<file path="src/rtl/adder_pkg.sv">
// Shared constants and types for the registered carry-lookahead adder.
// The result type packs {cout, s} so models can compare against a single (WIDTH+1)-bit value.
package adder_pkg;

  localparam int ADDER_WIDTH = 6;

  typedef logic [ADDER_WIDTH:0] sum_t;

endpackage : adder_pkg

</file>
<file path="src/rtl/cla_block_4b.sv">
// 4-bit carry-lookahead block: produces the carries into each bit position
// plus block generate/propagate, so blocks can be chained by the parent.
module cla_block_4b (
  input  logic [3:0] g,
  input  logic [3:0] p,
  input  logic       cin,
  output logic [3:0] c,
  output logic       bg,
  output logic       bp
);

  // c[i] is the carry into bit i of this block; c[0] is simply the block carry-in.
  assign c[0] = cin;
  assign c[1] = g[0] | (p[0] & cin);
  assign c[2] = g[1] | (p[1] & g[0]) | (p[1] & p[0] & cin);
  assign c[3] = g[2] | (p[2] & g[1]) | (p[2] & p[1] & g[0])
              | (p[2] & p[1] & p[0] & cin);

  assign bg = g[3] | (p[3] & g[2]) | (p[3] & p[2] & g[1])
            | (p[3] & p[2] & p[1] & g[0]);
  assign bp = &p;

endmodule : cla_block_4b

</file>
<file path="src/rtl/adder_6b.sv">
// Registered unsigned adder: {cout,s} = x + y one clock after in_valid.
// Core is generate/propagate cells feeding 4-bit lookahead blocks that ripple block-to-block.
module adder_6b
  import adder_pkg::*;
#(
  parameter int WIDTH = ADDER_WIDTH
) (
  input  logic             clk,
  input  logic             rst_n,
  input  logic             in_valid,
  input  logic [WIDTH-1:0] x,
  input  logic [WIDTH-1:0] y,
  output logic [WIDTH-1:0] s,
  output logic             cout,
  output logic             out_valid
);

  localparam int NBLK = (WIDTH + 3) / 4;
  localparam int PW   = NBLK * 4;

  logic [PW-1:0]    g_ext;
  logic [PW-1:0]    p_ext;
  logic [PW-1:0]    c_vec;
  logic [NBLK-1:0]  bg_vec;
  logic [NBLK-1:0]  bp_vec;
  logic [NBLK-1:0]  bcin_vec;
  logic             blk_cout;
  logic [WIDTH-1:0] sum_comb;
  logic             cout_comb;

  // Bits above WIDTH in the last block are tied off so they neither generate nor propagate.
  always_comb begin
    g_ext              = '0;
    p_ext              = '0;
    g_ext[WIDTH-1:0]   = x & y;
    p_ext[WIDTH-1:0]   = x ^ y;
  end

  for (genvar b = 0; b < NBLK; b++) begin : g_blk
    cla_block_4b u_blk (
      .g   (g_ext[4*b +: 4]),
      .p   (p_ext[4*b +: 4]),
      .cin (bcin_vec[b]),
      .c   (c_vec[4*b +: 4]),
      .bg  (bg_vec[b]),
      .bp  (bp_vec[b])
    );
  end

  // Ripple between blocks: each block's carry-in is the previous block's carry-out.
  always_comb begin
    bcin_vec = '0;
    blk_cout = 1'b0;
    for (int b = 0; b < NBLK; b++) begin
      bcin_vec[b] = blk_cout;
      blk_cout    = bg_vec[b] | (bp_vec[b] & blk_cout);
    end
  end

  assign sum_comb = p_ext[WIDTH-1:0] ^ c_vec[WIDTH-1:0];

  // When WIDTH is not a multiple of 4 the true carry-out is an internal carry of the last block.
  if (PW == WIDTH) begin : g_cout_blk
    assign cout_comb = blk_cout;
  end else begin : g_cout_int
    assign cout_comb = c_vec[WIDTH];
  end

  // Carries past bit WIDTH and the last block's lookahead terms only exist to fill the block.
  logic unused_sink;
  assign unused_sink = ^{c_vec, bg_vec, bp_vec, blk_cout};

  // NOTE: state registers use non-blocking assignments so every flop samples pre-edge values.
  always_ff @(posedge clk or negedge rst_n) begin
    if (!rst_n) begin
      s         <= '0;
      cout      <= 1'b0;
      out_valid <= 1'b0;
    end else begin
      out_valid <= in_valid;
      if (in_valid) begin
        s    <= sum_comb;
        cout <= cout_comb;
      end
    end
  end

endmodule : adder_6b

</file>
<file path="config.mk">
export PLATFORM = sky130hd
export DESIGN_NAME = adder_6b
export DESIGN_NICKNAME = d
export VERILOG_FILES = /design/src/rtl/adder_pkg.sv /design/src/rtl/cla_block_4b.sv /design/src/rtl/adder_6b.sv
export SDC_FILE = /design/constraint.sdc
export NUM_CORES = 1
export LEC_CHECK = 0
export ABC_CLOCK_PERIOD_IN_PS = 1500
export BUFFER_PORTS_ARGS = -buffer_cell sky130_fd_sc_hd__buf_2
export CORE_AREA = 2 2 39 41
export CTS_CLUSTER_SIZE = 28
export DETAILED_ROUTE_END_ITERATION = 10
export DIE_AREA = 0 0 41 43
export PLACE_DENSITY_LB_ADDON = 0.3
export SYNTH_ARGS = -nofsm -noshare
export SYNTH_HDL_FRONTEND = slang
export SYNTH_HIERARCHICAL = 1
export SYNTH_SLANG_ARGS = --single-unit
export TNS_END_PERCENT = 50
</file>
<file path="constraint.sdc">
create_clock -name clk -period 1.5 [get_ports clk]
set_input_delay 0.15 -clock clk [delete_from_list [all_inputs] [get_ports clk]]
set_output_delay 0.15 -clock clk [all_outputs]
set_load 0.02 [all_outputs]
</file>
* Yosys cells after proc, flatten, opt, wreduce, memory -nomap -nowiden *
Index checks and enable logic that the tools add are counted.

word-level totals
  bits in registers = 8
  input port bits = 15
  word-level logic and storage cells = 28

operators by class
  bitwise logic cells = 25

operators by type and width
  kind               count
  1-bit bitwise AND  13
  6-bit bitwise XOR  2
  1-bit bitwise OR   9
  6-bit bitwise AND  1

* Longest topological paths before layout *
Gate-level depths: netlist of run 1.

  depth in word-level cells = 8
  depth in mapped cells = 6
  depth with buffers taken out = 6

* Cells and area by module *
The synthesis of run 1 kept the hierarchy.

modules (own cells, without submodules)
  module        times used  cells each  area an instance (µm²)
  adder_6b      1           35          431.7
  cla_block_4b  2           10          66.3

* Worst setup path after synthesis of run 1 *
No wires, ideal clock.

  kind = input to register
  start = input y[1]
  end = register cout
  setup time = 0.125 ns
  arrival time = 1.296 ns
  required time = 1.375 ns
  slack = 0.080 ns
  stages = 6
  buffers on the path = 0
  cells stage by stage = ha_1 -> a21oi_1 -> o21ai_1 -> a21o_1 -> a21o_1 -> mux2_2

between the ends
  cells in the longest elaborated chain, start to end = 6

RTL lines
  item                                                    line                                    text
  start: declaration                                      adder_6b.sv:12                          input logic [WIDTH-1:0] y,
  6-bit bitwise AND or 6-bit bitwise XOR (tied branches)  adder_6b.sv:35, adder_6b.sv:36
  1-bit bitwise AND (on tied branches)                    cla_block_4b.sv:19, cla_block_4b.sv:20
  1-bit bitwise OR or 1-bit bitwise AND (tied branches)   cla_block_4b.sv:19, cla_block_4b.sv:20
  1-bit bitwise OR *                                      cla_block_4b.sv:20                      | (p[3] & p[2] & p[1] & g[0]);
  via bcin_vec[1]                                         adder_6b.sv:26                          logic [NBLK-1:0] bcin_vec;
  1-bit bitwise AND *                                     cla_block_4b.sv:15                      assign c[2] = g[1] | (p[1] & g[0]) | (p[1] & p[0] & cin);
  1-bit bitwise OR *                                      cla_block_4b.sv:15
  via c_vec[6]                                            adder_6b.sv:23                          logic [PW-1:0] c_vec;
  end signal: assignment                                  adder_6b.sv:83                          cout <= cout_comb;
  end: declaration                                        adder_6b.sv:14                          output logic cout,

Mark *: on every way through the listed nets, which the timed path passes. The rest lies on a longest branch.
A chain may end at the register's enable or synchronous reset.

* Worst setup path in the final report of run 1 *
  start = input y[1]
  end = register cout

between the ends
  cells in the longest elaborated chain, start to end = 6

RTL lines
  item                            line                text
  6-bit bitwise XOR               adder_6b.sv:36      p_ext[WIDTH-1:0] = x ^ y;
  via p_ext[1]                    adder_6b.sv:22      logic [PW-1:0] p_ext;
  1-bit bitwise AND (2 in a row)  cla_block_4b.sv:20
  1-bit bitwise OR                cla_block_4b.sv:20
  via bcin_vec[1]                 adder_6b.sv:26
  1-bit bitwise AND               cla_block_4b.sv:15
  1-bit bitwise OR                cla_block_4b.sv:15
  via c_vec[6]                    adder_6b.sv:23

The timed path passes the listed nets, and every way through them passes these cells.

==> results_dict.tcl, run 1 <==
set metrics [dict create \
    critPathTopFamily "compound AO/OA/AOI/OAI gates" \
    antenna_found_initial 0 \
    irDropWorstVdd_mv 0.421 \
    final_nets 98 \
    seqPwrFrac 0.398 \
    drv_cap 0 \
    antennaDiodeCount 0 \
    hold_viol_final 0 \
    r2r_start "cout" \
    rr_worst_depth 1 \
    intPower_mw 0.463 \
    outcome "finished, final reports clean" \
    p_comb_frac 0.373 \
    grt_pass1_vias 374 \
    dieArea_um2 1760 \
    core_um2 1380 \
    min_period_over_period 0.850 \
    place_ws_ns -0.0365 \
    dp.final_hpwl_um 750 \
    top_layer "met3" \
    start_kind "input port" \
    drive_gt1_frac 0.507 \
    cts.sinks 8 \
    synth_warnings 6 \
    min_to "out_valid" \
    finalSetupViolCount 0 \
    clkLatencyLatePin_ns 0.24 \
    wl_um 873 \
    drtAntennaViolNets 0 \
    drc 0 \
    r2r-end "cout" \
    cp_slowest_cell "ha_1" \
    required_ns 1.63 \
    wl_met3_um 40 \
    areaGrowthSynthToFinish_pct 33.3 \
    grt_pass1_wl_um 1500 \
    drv_slew 0 \
    synth_cells 47 \
    wl_met1_um 392 \
    crit_buf_inv 1 \
    reg2reg_slack_ns 0.75 \
    drt_iter0_drc 4 \
    overflow 0 \
    dr_wl_met2_um 440 \
    start_util 0.370 \
    final_util 0.493 \
    hold_start "in_valid" \
    post-cts-setup-buffers 0 \
    cts_buffer_depth 2 \
    hold_class "input port to flop" \
    power_density_nw_per_um2 1010 \
    critPathMaxStageDelay_ns 0.30 \
    p_switching_mw 0.222 \
    path_cells "buf_2 > ha_1 > a21oi_1 > o21ai_1 > a21o_1 > a21o_1 > mux2_2" \
    critPathMaxFanout 2 \
    skew_ns 0 \
    cp-end-kind "flop" \
    cts_tree "done" \
    track_usage 0.123 \
    clk_pin_slew_ns 0.05 \
    die_x_um 41 \
    crit_type "input port to flop" \
    cp_common_cell "a21o_1" \
    p_leak_nw 0.352 \
    layout_min_cycle_time_ns 1.27 \
    routedWlPerCell_um 9.59 \
    fillers 138 \
    vias_per_cell 4.54 \
    gp_congestion 0.715 \
    setup_slack_ns 0.226 \
    avgSynthCellArea_um2 10.9 \
    cts_root_buf "clkbuf_4" \
    multi_input_area_um2 289 \
    cts_max_level 1 \
    fmax_mhz 785 \
    pin_count 23 \
    cts_buffers 3 \
    rsz0062_at_grt "no" \
    clockPowerShare 0.230 \
    port_buffers 22 \
    hold_slack_ns 0.190 \
    dieHeight_um 43 \
    num_rows 14 \
    syn_area_um2 512 \
    final-seq-area_um2 200 \
    crit_arrival_ns 1.40 \
    hold_depth 1 \
    dr.pass1.iters 3 \
    swShare 0.325 \
    grt_start_max_net_pins 15 \
    vias 413 \
]
## cell type report
class	count	area share
Clock buffer	3	0.0330
Multi-Input combinational cell	37	0.424
Sequential cell	8	0.294
Tap cell	16	0.0294
Timing Repair Buffer	27	0.220
## layer usage
metal  GRT usage  vias up
li1            -      218
met1       0.155      185
met2       0.188       10
met3      0.0471        0
met4      0.0400        0
met5           0        -
## stage by stage
stage	instances	setup TNS, ns	instance area (µm²)	total power [mW]
floorplan	48	0	515	0.448
global placement	87	-0.0174	649	0.528
detailed placement	87	-0.0365	649	0.534
CTS	91	0	682	0.699
global route	91	0	682	0.735
finish	91	0	682	0.686
## registers in the layout, summed over array words and instances (netlist names)
| register | flops |
|---|---|
| out_valid | 1 |
| cout | 1 |
| s | 6 |
## worst max-delay path by stage
| stage | start | end | slack, ns | depth (start not counted) |
|---|---|---|---|---|
| global route | y[1] | cout | 0.19 | 7 |
| CTS | y[1] | cout | 0.22 | 7 |
| global placement | y[1] | cout | -0.02 | 7 |
| detailed placement | y[1] | cout | -0.04 | 7 |
| finish | y[1] | cout | 0.23 | 7 |
| floorplan | y[1] | cout | 0.10 | 6 |
## what timing repair did
| item | CTS | global route |
|---|---|---|
| endpoints found under the hold margin | 8 | 0 |
| gates resized for setup | 0 | 0 |
| hold buffers | 1 | 0 |
## cells in the final DEF, fill, tap and decap left out, drive strengths merged
cell type	n
mux2	1
dlygate4sd3	1
a21o	5
o21ai	1
ha	6
conb	2
xnor2	6
dfrtp	8
clkbuf	3
a21oi	8
a31o	1
nand2	1
nor2	6
buf	26
## power by group through the flow
stage	combinational, mW	clock (mW)	sequential [mW]
floorplan	0.127	0	0.321
global placement	0.253	0	0.275
detailed placement	0.257	0	0.277
CTS	0.260	0.166	0.273
global route	0.282	0.176	0.277
finish	0.255	0.158	0.273
Power figures use the tool's default switching activity.
==> inputs of run 2 (changes only) <==
--- a/config.mk
+++ b/config.mk
@@ -5,7 +5,7 @@
 export SDC_FILE = /design/constraint.sdc
 export NUM_CORES = 1
 export LEC_CHECK = 0
-export ABC_CLOCK_PERIOD_IN_PS = 1500
+export ABC_CLOCK_PERIOD_IN_PS = 1300
 export BUFFER_PORTS_ARGS = -buffer_cell sky130_fd_sc_hd__buf_2
 export CORE_AREA = 2 2 39 41
 export CTS_CLUSTER_SIZE = 28
==> constraint.sdc (replaced) <==
create_clock -name clk -period 1.3 [get_ports clk]
set_input_delay 0.13 -clock clk [delete_from_list [all_inputs] [get_ports clk]]
set_output_delay 0.13 -clock clk [all_outputs]
set_load 0.02 [all_outputs]
==> results_dict.tcl, run 2 (synthesis gave the netlist of run 1 again) <==
set metrics [dict create \
    swShare 0.326 \
    post-cts-setup-buffers 0 \
    cts.sinks 8 \
    power_density_nw_per_um2 1110 \
    drt_iter0_drc 5 \
    vias_per_cell 4.66 \
    fmax_mhz 819 \
    grt_start_max_net_pins 15 \
    seqPwrFrac 0.387 \
    grt_pass1_wl_um 1520 \
    areaGrowthSynthToFinish_pct 42.5 \
    pin_count 23 \
    cts_buffers 3 \
    hold_slack_ns 0.158 \
    drv_slew 0 \
    start_util 0.370 \
    routedWlPerCell_um 9.41 \
    skew_ns 0 \
    num_rows 14 \
    drv_cap 0 \
    dpl_cell_area_um2 697 \
    antennaDiodeCount 0 \
    port_buffers 22 \
    final_cell_mix "buf_2, dfrtp_1, buf_4, xnor2_1, a21o_1" \
    hold_viol_final 0 \
    clk_pin_slew_ns 0.05 \
    placed_cells 90 \
    p_comb_frac 0.381 \
    largest_reg_flops 6 \
    cp_slowest_cell "mux2_2" \
    drive_gt1_frac 0.551 \
    track_usage 0.134 \
    p_leak_nw 0.367 \
    cts_max_level 1 \
    gp_congestion 0.704 \
    drc 0 \
    cts_buffer_depth 2 \
    final_util 0.527 \
    irDropWorstVdd_mv 0.367 \
    wl_um 885 \
    intPower_mw 0.545 \
    outcome "finished, final reports clean" \
    grt_pass1_vias 374 \
    min_period_over_period 0.939 \
    hold_class "input port to flop" \
    reg_top3 "s (6), cout (1), out_valid (1)" \
    drtAntennaViolNets 0 \
    dr.pass1.iters 4 \
    totalPowerFinal_mw 0.809 \
    clockPowerShare 0.232 \
    start_kind "input port" \
    p_switching_mw 0.264 \
    required_ns 1.43 \
    final_common_cell "buf_2" \
    dp.final_hpwl_um 730 \
    crit_arrival_ns 1.36 \
    clkLatencyLatePin_ns 0.25 \
    crit_type "input port to flop" \
    final_nets 101 \
    vias 438 \
    cts_root_buf "clkbuf_4" \
    dieHeight_um 43 \
    layout_min_cycle_time_ns 1.22 \
    regMostFlops "s" \
    cp-end-kind "flop" \
    dieArea_um2 1760 \
    path_cells "buf_2 > ha_4 > a21oi_1 > o21ai_1 > a21o_1 > a21o_1 > mux2_2" \
    cts_tree "done" \
    critPathMaxFanout 2 \
    rsz0062_at_grt "no" \
    overflow 0 \
    critPathMaxStageDelay_ns 0.26 \
    antenna_found_initial 0 \
    die_x_um 41 \
    cp_common_cell "a21o_1" \
    core_um2 1380 \
    finalSetupViolCount 0 \
    reg2reg_slack_ns 0.54 \
    final_area_um2 729 \
    layoutNonFillerInstCount 94 \
]
[run 2: repair_timing]
action / CTS / global route
hold endpoints to repair: 8 / 0
resized for setup: 0 / 0
hold buffers: 1 / 0
[run 2: per-layer routing]
metal / wire [µm] / part of all wire / up-vias / track usage
met1: 372 / 0.42 / 194 / 0.172
met2: 405 / 0.46 / 19 / 0.166
met5: 0 / 0 / - / 0
met4: 42 / 0.047 / 0 / 0.140
li1: - / - / 221 / -
met3: 64 / 0.072 / 4 / 0.0314
[run 2: area by class of cell]
| cell class | instances | area, µm² |
|---|---|---|
| Multi-Input combinational cell | 37 | 314 |
| Clock buffer | 3 | 22.5 |
| Sequential cell | 8 | 200 |
| Tap cell | 16 | 20.0 |
| Fill cell | 139 | 654 |
| Timing Repair Buffer | 30 | 173 |
[run 2: power by group through the flow]
stage          Combinational (mW)  Clock [mW]  Sequential (mW)
2_1_floorplan               0.153           0            0.370
4_1_cts                     0.313       0.200            0.314
3_5_place_dp                0.309           0            0.318
5_1_grt                     0.338       0.208            0.318
3_3_place_gp                0.305           0            0.317
6_report                    0.309       0.188            0.313
[run 2: stage by stage]
step                worst slack, ns  setup TNS, ns
global placement             -0.161         -0.263
CTS                          0.0776              0
detailed placement           -0.188         -0.268
floorplan                    0.0100              0
global route                 0.0423              0
finish                       0.0787              0
[run 2: path summary, 6_finish.rpt]
check / from / to / cells past startpoint
min in group asynchronous: rst_n / s[3] / 2
worst min register to register: s[3] / s[3] / 2
worst max register to register: cout / cout / 1
worst min-delay path: in_valid / out_valid / 1
worst max-delay path: y[1] / cout / 7
max in group asynchronous: rst_n / s[5] / 2
[run 2: worst max-delay path: cells and delay by family]
kind | cells | cell delay (ns)
AOI/OAI and AO/OA | 4 | 0.62
muxes | 1 | 0.26
adders and majority gates | 1 | 0.23
buffers and inverters | 1 | 0.11
==> inputs of run 3 (changes only) <==
--- a/config.mk
+++ b/config.mk
@@ -7,10 +7,9 @@
 export LEC_CHECK = 0
 export ABC_CLOCK_PERIOD_IN_PS = 1300
 export BUFFER_PORTS_ARGS = -buffer_cell sky130_fd_sc_hd__buf_2
-export CORE_AREA = 2 2 39 41
+export CORE_UTILIZATION = 39
 export CTS_CLUSTER_SIZE = 28
 export DETAILED_ROUTE_END_ITERATION = 10
-export DIE_AREA = 0 0 41 43
 export PLACE_DENSITY_LB_ADDON = 0.3
 export SYNTH_ARGS = -nofsm -noshare
 export SYNTH_HDL_FRONTEND = slang
==> results_dict.tcl, run 3 (synthesis gave the netlist of run 1 again) <==
set metrics [dict create \
    antenna_found_initial 0 \
    gp_congestion 0.647 \
    cp_slowest_cell "mux2_2" \
    use_met2 0.267 \
    drc 0 \
    drtAntennaViolNets 0 \
    irDropWorstVdd_mv 0.467 \
    largest_reg_flops 6 \
    reg2reg_slack_ns 0.55 \
    min_period_over_period 0.902 \
    cp-end-kind "flop" \
    dr.pass1.iters 3 \
    p_leak_nw 0.376 \
    final_util 0.642 \
    clk_pin_slew_ns 0.05 \
    cts_buffers 3 \
    hold_class "input port to flop" \
    r2r_start "cout" \
    dp.final_hpwl_um 790 \
    cp-startpoint "y[1]" \
    grtUsageMet1 0.167 \
    cts_buffer_depth 2 \
    hold_depth 2 \
    regMostFlops "s" \
    final_nets 103 \
    dieArea_um2 1460 \
    min_to "s[4]" \
    outcome "finished, final reports clean" \
    cts.sinks 8 \
    dieHeight_um 38.2 \
    start_util 0.443 \
    finalSetupViolCount 0 \
    drv_cap 0 \
    routedWlPerCell_um 9.78 \
    rr_worst_depth 1 \
    pin_count 23 \
    finalSetupTns_ns 0 \
    fmax_mhz 853 \
    grt_pass1_vias 383 \
    required_ns 1.43 \
    rsz0062_at_grt "no" \
    drive_gt1_frac 0.563 \
    cp_num_cells 7 \
    critPathTopFamily "compound AO/OA/AOI/OAI gates" \
    crit_buf_inv 1 \
    layout_min_cycle_time_ns 1.17 \
    crit_arrival_ns 1.31 \
    crit_type "input port to flop" \
    path_cells "buf_2 > ha_4 > a21oi_1 > o21ai_1 > a21o_1 > a21o_1 > mux2_2" \
    reg_top3 "s (6), cout (1), out_valid (1)" \
    core_um2 1160 \
    port_buffers 22 \
    wl_um 919 \
    busiest_layer "met2" \
    areaGrowthSynthToFinish_pct 45.0 \
    final_common_cell "buf_2" \
    hold_viol_final 0 \
    antennaDiodeCount 0 \
    grt_start_max_net_pins 11 \
    die_x_um 38.2 \
    critPathMaxFanout 2 \
    num_rows 12 \
    cp_common_cell "a21o_1" \
    cts_tree "done" \
    power_density_nw_per_um2 1100 \
    hold_start "in_valid" \
    vias 426 \
    vias_per_cell 4.53 \
    r2r-end "cout" \
    totalPowerFinal_mw 0.817 \
    skew_ns 0 \
    grt_pass1_wl_um 1530 \
    critPathMaxStageDelay_ns 0.25 \
    drv_slew 0 \
    clkLatencyLatePin_ns 0.25 \
    cts_max_level 1 \
    cts_root_buf "clkbuf_4" \
    fillers 104 \
    met3_usage 0.0349 \
    track_usage 0.156 \
    final_cell_mix "buf_2, buf_4, dfrtp_1, xnor2_1, a21o_1" \
    overflow 0 \
    drt_iter0_drc 8 \
    start_kind "input port" \
]
==> run 3: cell count changes in the layout (fill, tap and decap cells not counted), sizes merged <==
cell / change
buf: +2
==> run 3: stage by stage <==
| step | worst slack, ns | hold WS, ns | instances | instance area, µm² |
|---|---|---|---|---|
| final | 0.127 | 0.104 | 94 | 742 |
| after floorplan | 0.0100 | -0.166 | 48 | 541 |
| after detailed placement | -0.137 | -0.0220 | 90 | 709 |
| after global routing | 0.0818 | 0.105 | 94 | 742 |
| after global placement | -0.118 | -0.0237 | 90 | 709 |
| after CTS | 0.122 | 0.0981 | 94 | 742 |
==> run 3: routing by layer <==
layer | up-vias | share of wire | routed length [µm]
li1 | 225 | - | -
met1 | 184 | 0.44 | 405
met2 | 17 | 0.51 | 471
met3 | 0 | 0.046 | 42
met4 | 0 | 0 | 0
met5 | - | 0 | 0
==> run 3: cell type report <==
type                       instances  area (µm²)  area share
sequential                         8         200       0.270
tap                               14        17.5      0.0236
multi-input combinational         37         314       0.423
timing repair buffer              32         188       0.253
clock buffer                       3        22.5      0.0304
==> run 3: how the worst max path moves through the flow <==
stage	slack, ns	to
floorplan	0.01	cout
global placement	-0.12	cout
detailed placement	-0.14	cout
CTS	0.12	cout
global route	0.08	cout
finish	0.13	cout
==> run 3: report_power, final <==
part / switching (mW) / internal (mW) / total (mW)
Combinational: 0.163 / 0.156 / 0.319
Clock: 0.0778 / 0.105 / 0.183
Sequential: 0.0240 / 0.290 / 0.314
==> run 3: what timing repair did <==
item / CTS / global route
endpoints found under the setup margin: 0 / 0
resized for setup: 0 / 0
setup buffers: 0 / 0
hold endpoints to repair: 8 / 0
hold buffers: 1 / 0
